==> config.mk <==
export PLATFORM = sky130hd
export DESIGN_NAME = pipe_hazard_ctrl
export DESIGN_NICKNAME = d
export VERILOG_FILES = /design/src/rtl/pipe_hazard_ctrl_pkg.sv /design/src/rtl/pipe_hazard_ctrl_perf_counter.sv /design/src/rtl/pipe_hazard_ctrl.sv
export SDC_FILE = /design/constraint.sdc
export NUM_CORES = 1
export LEC_CHECK = 0
export BUFFER_PORTS_ARGS = -buffer_cell sky130_fd_sc_hd__buf_2
export CORE_UTILIZATION = 40
export CTS_CLUSTER_DIAMETER = 80
export DETAILED_ROUTE_END_ITERATION = 8
export HOLD_SLACK_MARGIN = 0.15
export PLACE_DENSITY = 0.7
export SYNTH_ARGS = -nofsm -noshare
export SYNTH_HDL_FRONTEND = slang
export SYNTH_SLANG_ARGS = --single-unit
==> constraint.sdc <==
create_clock -name clk -period 5.1 [get_ports clk]
set_input_delay 0.255 -clock clk [delete_from_list [all_inputs] [get_ports clk]]
set_output_delay 0.255 -clock clk [all_outputs]
set_load 0.1 [all_outputs]
==> src/rtl/pipe_hazard_ctrl_pkg.sv <==
// Shared pipeline constants: FSM encoding, hazard classes and
// the per-hazard stall/bubble patterns.
package pipe_hazard_ctrl_pkg;

  localparam logic [0:0] ST_RUN      = 1'b0;
  localparam logic [0:0] ST_MDU_BUSY = 1'b1;

  // Hazard classes, listed highest priority first
  typedef enum logic [2:0] {
    HZ_NONE     = 3'd0,
    HZ_MEM_WAIT = 3'd1,
    HZ_MDU      = 3'd2,
    HZ_LOAD_USE = 3'd3,
    HZ_BRANCH   = 3'd4
  } hazard_e;

  typedef struct packed {
    logic pc_stall;
    logic ifid_stall;
    logic idex_stall;
    logic exmem_stall;
    logic ifid_bubble;
    logic idex_bubble;
    logic exmem_bubble;
    logic memwb_bubble;
  } hz_ctrl_t;

  localparam hz_ctrl_t CTL_NONE     = 8'b0000_0000;
  localparam hz_ctrl_t CTL_MEM_WAIT = 8'b1111_0001;
  localparam hz_ctrl_t CTL_MDU      = 8'b1110_0010;
  localparam hz_ctrl_t CTL_LOAD_USE = 8'b1100_0100;
  localparam hz_ctrl_t CTL_BRANCH   = 8'b0000_1000;

  function automatic logic load_use_hit(
    input logic       mem_read,
    input logic [4:0] ex_rt,
    input logic       use_rs,
    input logic [4:0] rs,
    input logic       use_rt,
    input logic [4:0] rt
  );
    return mem_read && (ex_rt != 5'd0) &&
           ((use_rs && (rs == ex_rt)) ||
            (use_rt && (rt == ex_rt)));
  endfunction

endpackage

==> src/rtl/pipe_hazard_ctrl_perf_counter.sv <==
// Wrapping event counter with synchronous clear that beats
// a same-cycle increment.
module perf_counter #(
  parameter int W = 32
) (
  input  logic         clk,
  input  logic         nrst,
  input  logic         clr,
  input  logic         inc,
  output logic [W-1:0] count
);

  always_ff @(posedge clk or negedge nrst) begin
    if (!nrst) begin
      count <= '0;
    end else if (clr) begin
      count <= '0;
    end else if (inc) begin
      count <= count + W'(1);
    end
  end

endmodule

==> src/rtl/pipe_hazard_ctrl.sv <==
// Pipeline hazard controller: prioritised stall/bubble
// generation, multi-cycle MDU stall FSM and perf counters.
module pipe_hazard_ctrl
  import pipe_hazard_ctrl_pkg::*;
#(
  parameter int MDU_LAT = 32,
  parameter int CNT_W   = 32
) (
  input  logic             clk,
  input  logic             nrst,
  input  logic [4:0]       id_rs_addr,
  input  logic [4:0]       id_rt_addr,
  input  logic             id_use_rs,
  input  logic             id_use_rt,
  input  logic             ex_mem_read,
  input  logic [4:0]       ex_rt_addr,
  input  logic             id_branch_taken,
  input  logic             ex_mdu_start,
  input  logic             dmem_req,
  input  logic             dmem_ready,
  input  logic             perf_clr,
  output logic             pc_stall,
  output logic             ifid_stall,
  output logic             idex_stall,
  output logic             exmem_stall,
  output logic             ifid_bubble,
  output logic             idex_bubble,
  output logic             exmem_bubble,
  output logic             memwb_bubble,
  output logic             mdu_done,
  output logic [CNT_W-1:0] stall_cycles,
  output logic [CNT_W-1:0] flush_count
);

  logic [0:0] state;
  logic [0:0] state_nx;
  logic [7:0] mdu_cnt;
  logic [7:0] mdu_cnt_nx;

  logic     mem_wait;
  logic     mdu_act;
  logic     lu_act;
  logic     last_cyc;
  hazard_e  hz;
  hz_ctrl_t ctl;

  assign mem_wait = dmem_req & ~dmem_ready;
  assign mdu_act  = (state == ST_MDU_BUSY) | ex_mdu_start;
  assign last_cyc = (state == ST_MDU_BUSY) &&
                    (mdu_cnt == 8'd1);
  assign lu_act   = load_use_hit(ex_mem_read, ex_rt_addr,
                                 id_use_rs, id_rs_addr,
                                 id_use_rt, id_rt_addr);

  // Terms are made one-hot so lower hazards are masked
  always_comb begin
    hz = HZ_NONE;
    unique case (1'b1)
      mem_wait:
        hz = HZ_MEM_WAIT;
      mdu_act & ~mem_wait:
        hz = HZ_MDU;
      lu_act & ~mem_wait & ~mdu_act:
        hz = HZ_LOAD_USE;
      id_branch_taken & ~mem_wait & ~mdu_act & ~lu_act:
        hz = HZ_BRANCH;
      default:
        hz = HZ_NONE;
    endcase
  end

  always_comb begin
    ctl = CTL_NONE;
    unique case (hz)
      HZ_MEM_WAIT: ctl = CTL_MEM_WAIT;
      HZ_MDU:      ctl = CTL_MDU;
      HZ_LOAD_USE: ctl = CTL_LOAD_USE;
      HZ_BRANCH:   ctl = CTL_BRANCH;
      default:     ctl = CTL_NONE;
    endcase
  end

  assign pc_stall     = ctl.pc_stall;
  assign ifid_stall   = ctl.ifid_stall;
  assign idex_stall   = ctl.idex_stall;
  assign exmem_stall  = ctl.exmem_stall;
  assign ifid_bubble  = ctl.ifid_bubble;
  assign idex_bubble  = ctl.idex_bubble;
  assign exmem_bubble = ctl.exmem_bubble;
  assign memwb_bubble = ctl.memwb_bubble;
  assign mdu_done     = (hz == HZ_MDU) & last_cyc;

  // Final MDU cycle is held while memory stalls the pipe
  always_comb begin
    state_nx   = state;
    mdu_cnt_nx = mdu_cnt;
    unique case (state)
      ST_RUN: begin
        if (ex_mdu_start) begin
          state_nx   = ST_MDU_BUSY;
          mdu_cnt_nx = 8'(MDU_LAT - 1);
        end
      end
      ST_MDU_BUSY: begin
        if (mdu_cnt == 8'd1) begin
          if (!mem_wait) begin
            state_nx   = ST_RUN;
            mdu_cnt_nx = 8'd0;
          end
        end else begin
          mdu_cnt_nx = mdu_cnt - 8'd1;
        end
      end
      default: begin
        state_nx   = ST_RUN;
        mdu_cnt_nx = 8'd0;
      end
    endcase
  end

  always_ff @(posedge clk or negedge nrst) begin
    if (!nrst) begin
      state   <= ST_RUN;
      mdu_cnt <= 8'd0;
    end else begin
      state   <= state_nx;
      mdu_cnt <= mdu_cnt_nx;
    end
  end

  perf_counter #(.W(CNT_W)) u_stall_cnt (
    .clk   (clk),
    .nrst  (nrst),
    .clr   (perf_clr),
    .inc   (pc_stall),
    .count (stall_cycles)
  );

  perf_counter #(.W(CNT_W)) u_flush_cnt (
    .clk   (clk),
    .nrst  (nrst),
    .clr   (perf_clr),
    .inc   (ifid_bubble),
    .count (flush_count)
  );

endmodule

==> key figures <==
Worst hold path
  – Worst hold-check path type: in -> async

Synthesis
  – Simple logic cell fraction of the synthesized area: 0.2479
  – Multiplexer share of the synthesized area: 0.01549
  – Post-synth EDFFs: 0
  – Post-Synthesis Cells: between 400 and 500
  – Seq/Total Area, Yosys: 0.4350
  – Yosys warns: 0
  – Ys flop type: dfrtp_1
  – Synth Area in Compound Gates: 0.1576
  – Fraction of registers with async set/reset: 1.000
  – Synth Area in XOR/XNOR: 0.08969
  – Post-Synth Adder-Cell Area: 0.01192
  – Mapped Area: ~4200 um^2
  – Synthesized area per cell: between 8 and 9 um^2
  – Main combinational cell family by area after synthesis: simple AND/OR/NAND/NOR gates
  – Net Count, Synth: 499
  – Netlist cell types: 49
  – Yosys reg bits: 73

Place
  – GPL Wtd Cong: approximately 0.82
  – Dpl hpwl: slightly above 7000 um
  – Port bufs: 97
  – DP Area: between 4000 and 5000 um^2

Critical path
  – Crit Path Max Fanout: 24
  – R2R setup slack: around 2.1 ns
  – Setup crit end: ifid_bubble
  – Critical Path RT: between 4 and 5 ns
  – Reg2reg end: u_stall_cnt.count[8]
  – Type of origin of the critical path: flip-flop
  – WP data arrival: 2.92 ns
  – Crit Path Class: reg -> out
  – Crit. Startpoint: state
  – FF-to-FF Start: state
  – Crit path capture type: output port
  – Reg2reg path depth: 7

CTS
  – Clock transition at path regs: approximately 0.090 ns
  – CTS Root Cell: clkbuf_8
  – Clock sinks: 73
  – H-tree depth: 3
  – TritonCTS clock tree: yes
  – Post-cts resize count: 0
  – Setup bufs post-CTS: 0
  – Clock Path Buffers: 2
  – Number of CTS-inserted buffers: 9
  – Clock latency on the worst-skew pair: about 0.35 ns
  – Post-CTS Hold Buffers: 0

Final layout
  – Layout cells sized above 1: 0.2465
  – Final Cell Area: around 5000 um^2
  – Antenna Diode Count: 0
  – Final nets: just under 600
  – Multi-input gate area: between 2000 and 2500 um^2
  – # fillers: ~1,000
  – Register area: approximately 1800 um^2
  – Area Growth Syn to Fin: 19.52%

Global route
  – Gr usage total: 0.1954
  – Vias in the first global route: ~3,600
  – Met1 Use GR: 0.2694
  – M3 GR Usage: 0.04637
  – Largest net degree at the start of global routing: 74
  – Met2 Use GR: 0.2994
  – Initial antenna violation count: 0
  – Grt peak-use layer: met2
  – First-pass GRT wire length: 17,340 um
  – Grt total ovfl: 0

Drt
  – Vias/cell: ~5.5
  – Detailed-route wire length: roughly 10,000 um
  – WL/cell: ~15 um
  – Residual DRC: 0
  – Vias: between 3,000 and 4,000
  – Final ANT Viol Nets: 0
  – Drt first pass iters: 4
  – DR iter-0 viols: 200

STA
  – Max-slew violations: 0
  – Final Hold Fails: 0
  – Setup violators final: 0
  – Rel. slew slack: 0.3535
  – Slew of the pin with the lowest slew margin: around 0.97 ns
  – Fmax: approximately 0.31 GHz
  – Post-layout min period: between 3 and 4 ns
  – Setup_tns: 0 ns
  – Clk_skew: approximately 0.011 ns
  – RSZ-0062 raised after global routing: no
  – Tcrit/Tclk final: 0.6226

Floorplan
  – Vert. Die Dim: around 100 um
  – Num rows: 37
  – Die area: about 11,000 um^2
  – Ports: between 90 and 100
  – Die W: 104.5 um
  – Core ar.: 10,230 um^2
  – Starting density of the core: 0.4104

Outcome
  – Outcome: complete, no violations

Power
  – Leakage Power: just over 2 nW
  – PwrDens: around 280 nW/um^2
  – IR drop worst, VDD: ~180 uV

Run
  – Max Cap Viol: 0
-- layer usage --
layer,vias to the layer above,part of all wire
li1,1890,-
met1,1843,0.47
met2,125,0.46
met3,0,0.067
met4,0,0
met5,-,0
-- critical path: stages (launching register included) --
cell and delay (ns):
dfrtp_1 0.50, or2_0 0.28, nor2_1 0.27, nand2_1 0.48
a21oi_1 0.53, buf_2 0.51
-- layout by cell type, fill, tap and decap left out, types with 6 or more instances in the layout --
cell type	count
dfrtp_1	73
or3_1	21
clkbuf_8	9
or4_1	10
a21oi_1	30
a2111oi_0	19
inv_1	18
o21ai_0	19
buf_4	6
nand3_1	18
o31ai_1	10
nor2_1	60
a211oi_1	8
xnor2_1	40
buf_2	97
nand2_1	36
nand4_1	19
-- power by group --
part | switching [mW] | internal (mW) | total (mW)
logic | 0.173 | 0.0848 | 0.258
registers | 0.0426 | 0.615 | 0.658
clock network | 0.230 | 0.275 | 0.505
total | 0.445 | 0.976 | 1.42
-- kinds of logic after synthesis --
kind of cell | Yosys count
AND/OR/NAND/NOR | 201
AO/OA/AOI/OAI | 100
flip-flops | 73
XOR/XNOR | 43
buffers and inverters | 43
multiplexers | 6
adder cells (fa/ha/maj) | 4
-- state kept, by name (all words and copies together), names as in the netlist --
signal / count
u_stall_cnt.count: 32
state: 1
mdu_cnt: 8
u_flush_cnt.count: 32
-- metrics by stage --
step                worst slack, ns  utilization  hold slack [ns]  cells  total power [mW]
finish                        1.925       0.4905          0.09682    700             1.421
global placement              2.133       0.4691           0.5273    684            0.9163
detailed placement            2.078       0.4691           0.5391    684            0.9277
floorplan                     1.255            -         -0.04059    470            0.8579
CTS                           1.910       0.4905           0.1577    700             1.438
global route                  1.714       0.4905           0.1981    700             1.502
-- synth_stat cells (4+ instances only) --
cell       instances  area share
nand3_1           18       0.021
a21oi_1           31       0.037
ha_1               4       0.012
inv_1             18       0.016
xnor2_1           40       0.083
nor4_1             5      0.0074
dfrtp_1           73        0.44
buf_2              7      0.0083
a2111oi_0         19       0.040
and4_1             4      0.0083
o21ai_0           19       0.023
mux2_2             4       0.011
nand2_1           36       0.032
clkbuf_1          15       0.013
nor2_1            60       0.054
nand4_1           19       0.028
a211oi_1           8       0.014
nor2b_1            4      0.0060
or2_2              5      0.0074
o31ai_1           10       0.018
or3_1             21       0.031
or4_1             10       0.018
-- layout make-up --
class,instances,share of cell area
clock buffer,9,0.02468
clock inverter,7,0.01895
inverter,18,0.01346
multi-input combinational,354,0.4393
sequential,73,0.3640
tap,136,0.03391
timing repair buffer,103,0.1057
-- worst min-delay path by stage --
stage,endpoint
detailed placement,mdu_cnt[7]
global placement,mdu_cnt[7]
CTS,u_stall_cnt.count[13]
finish,u_stall_cnt.count[13]
global route,u_stall_cnt.count[13]
floorplan,mdu_cnt[0]
No activity file was read; power rests on OpenSTA's default activity.
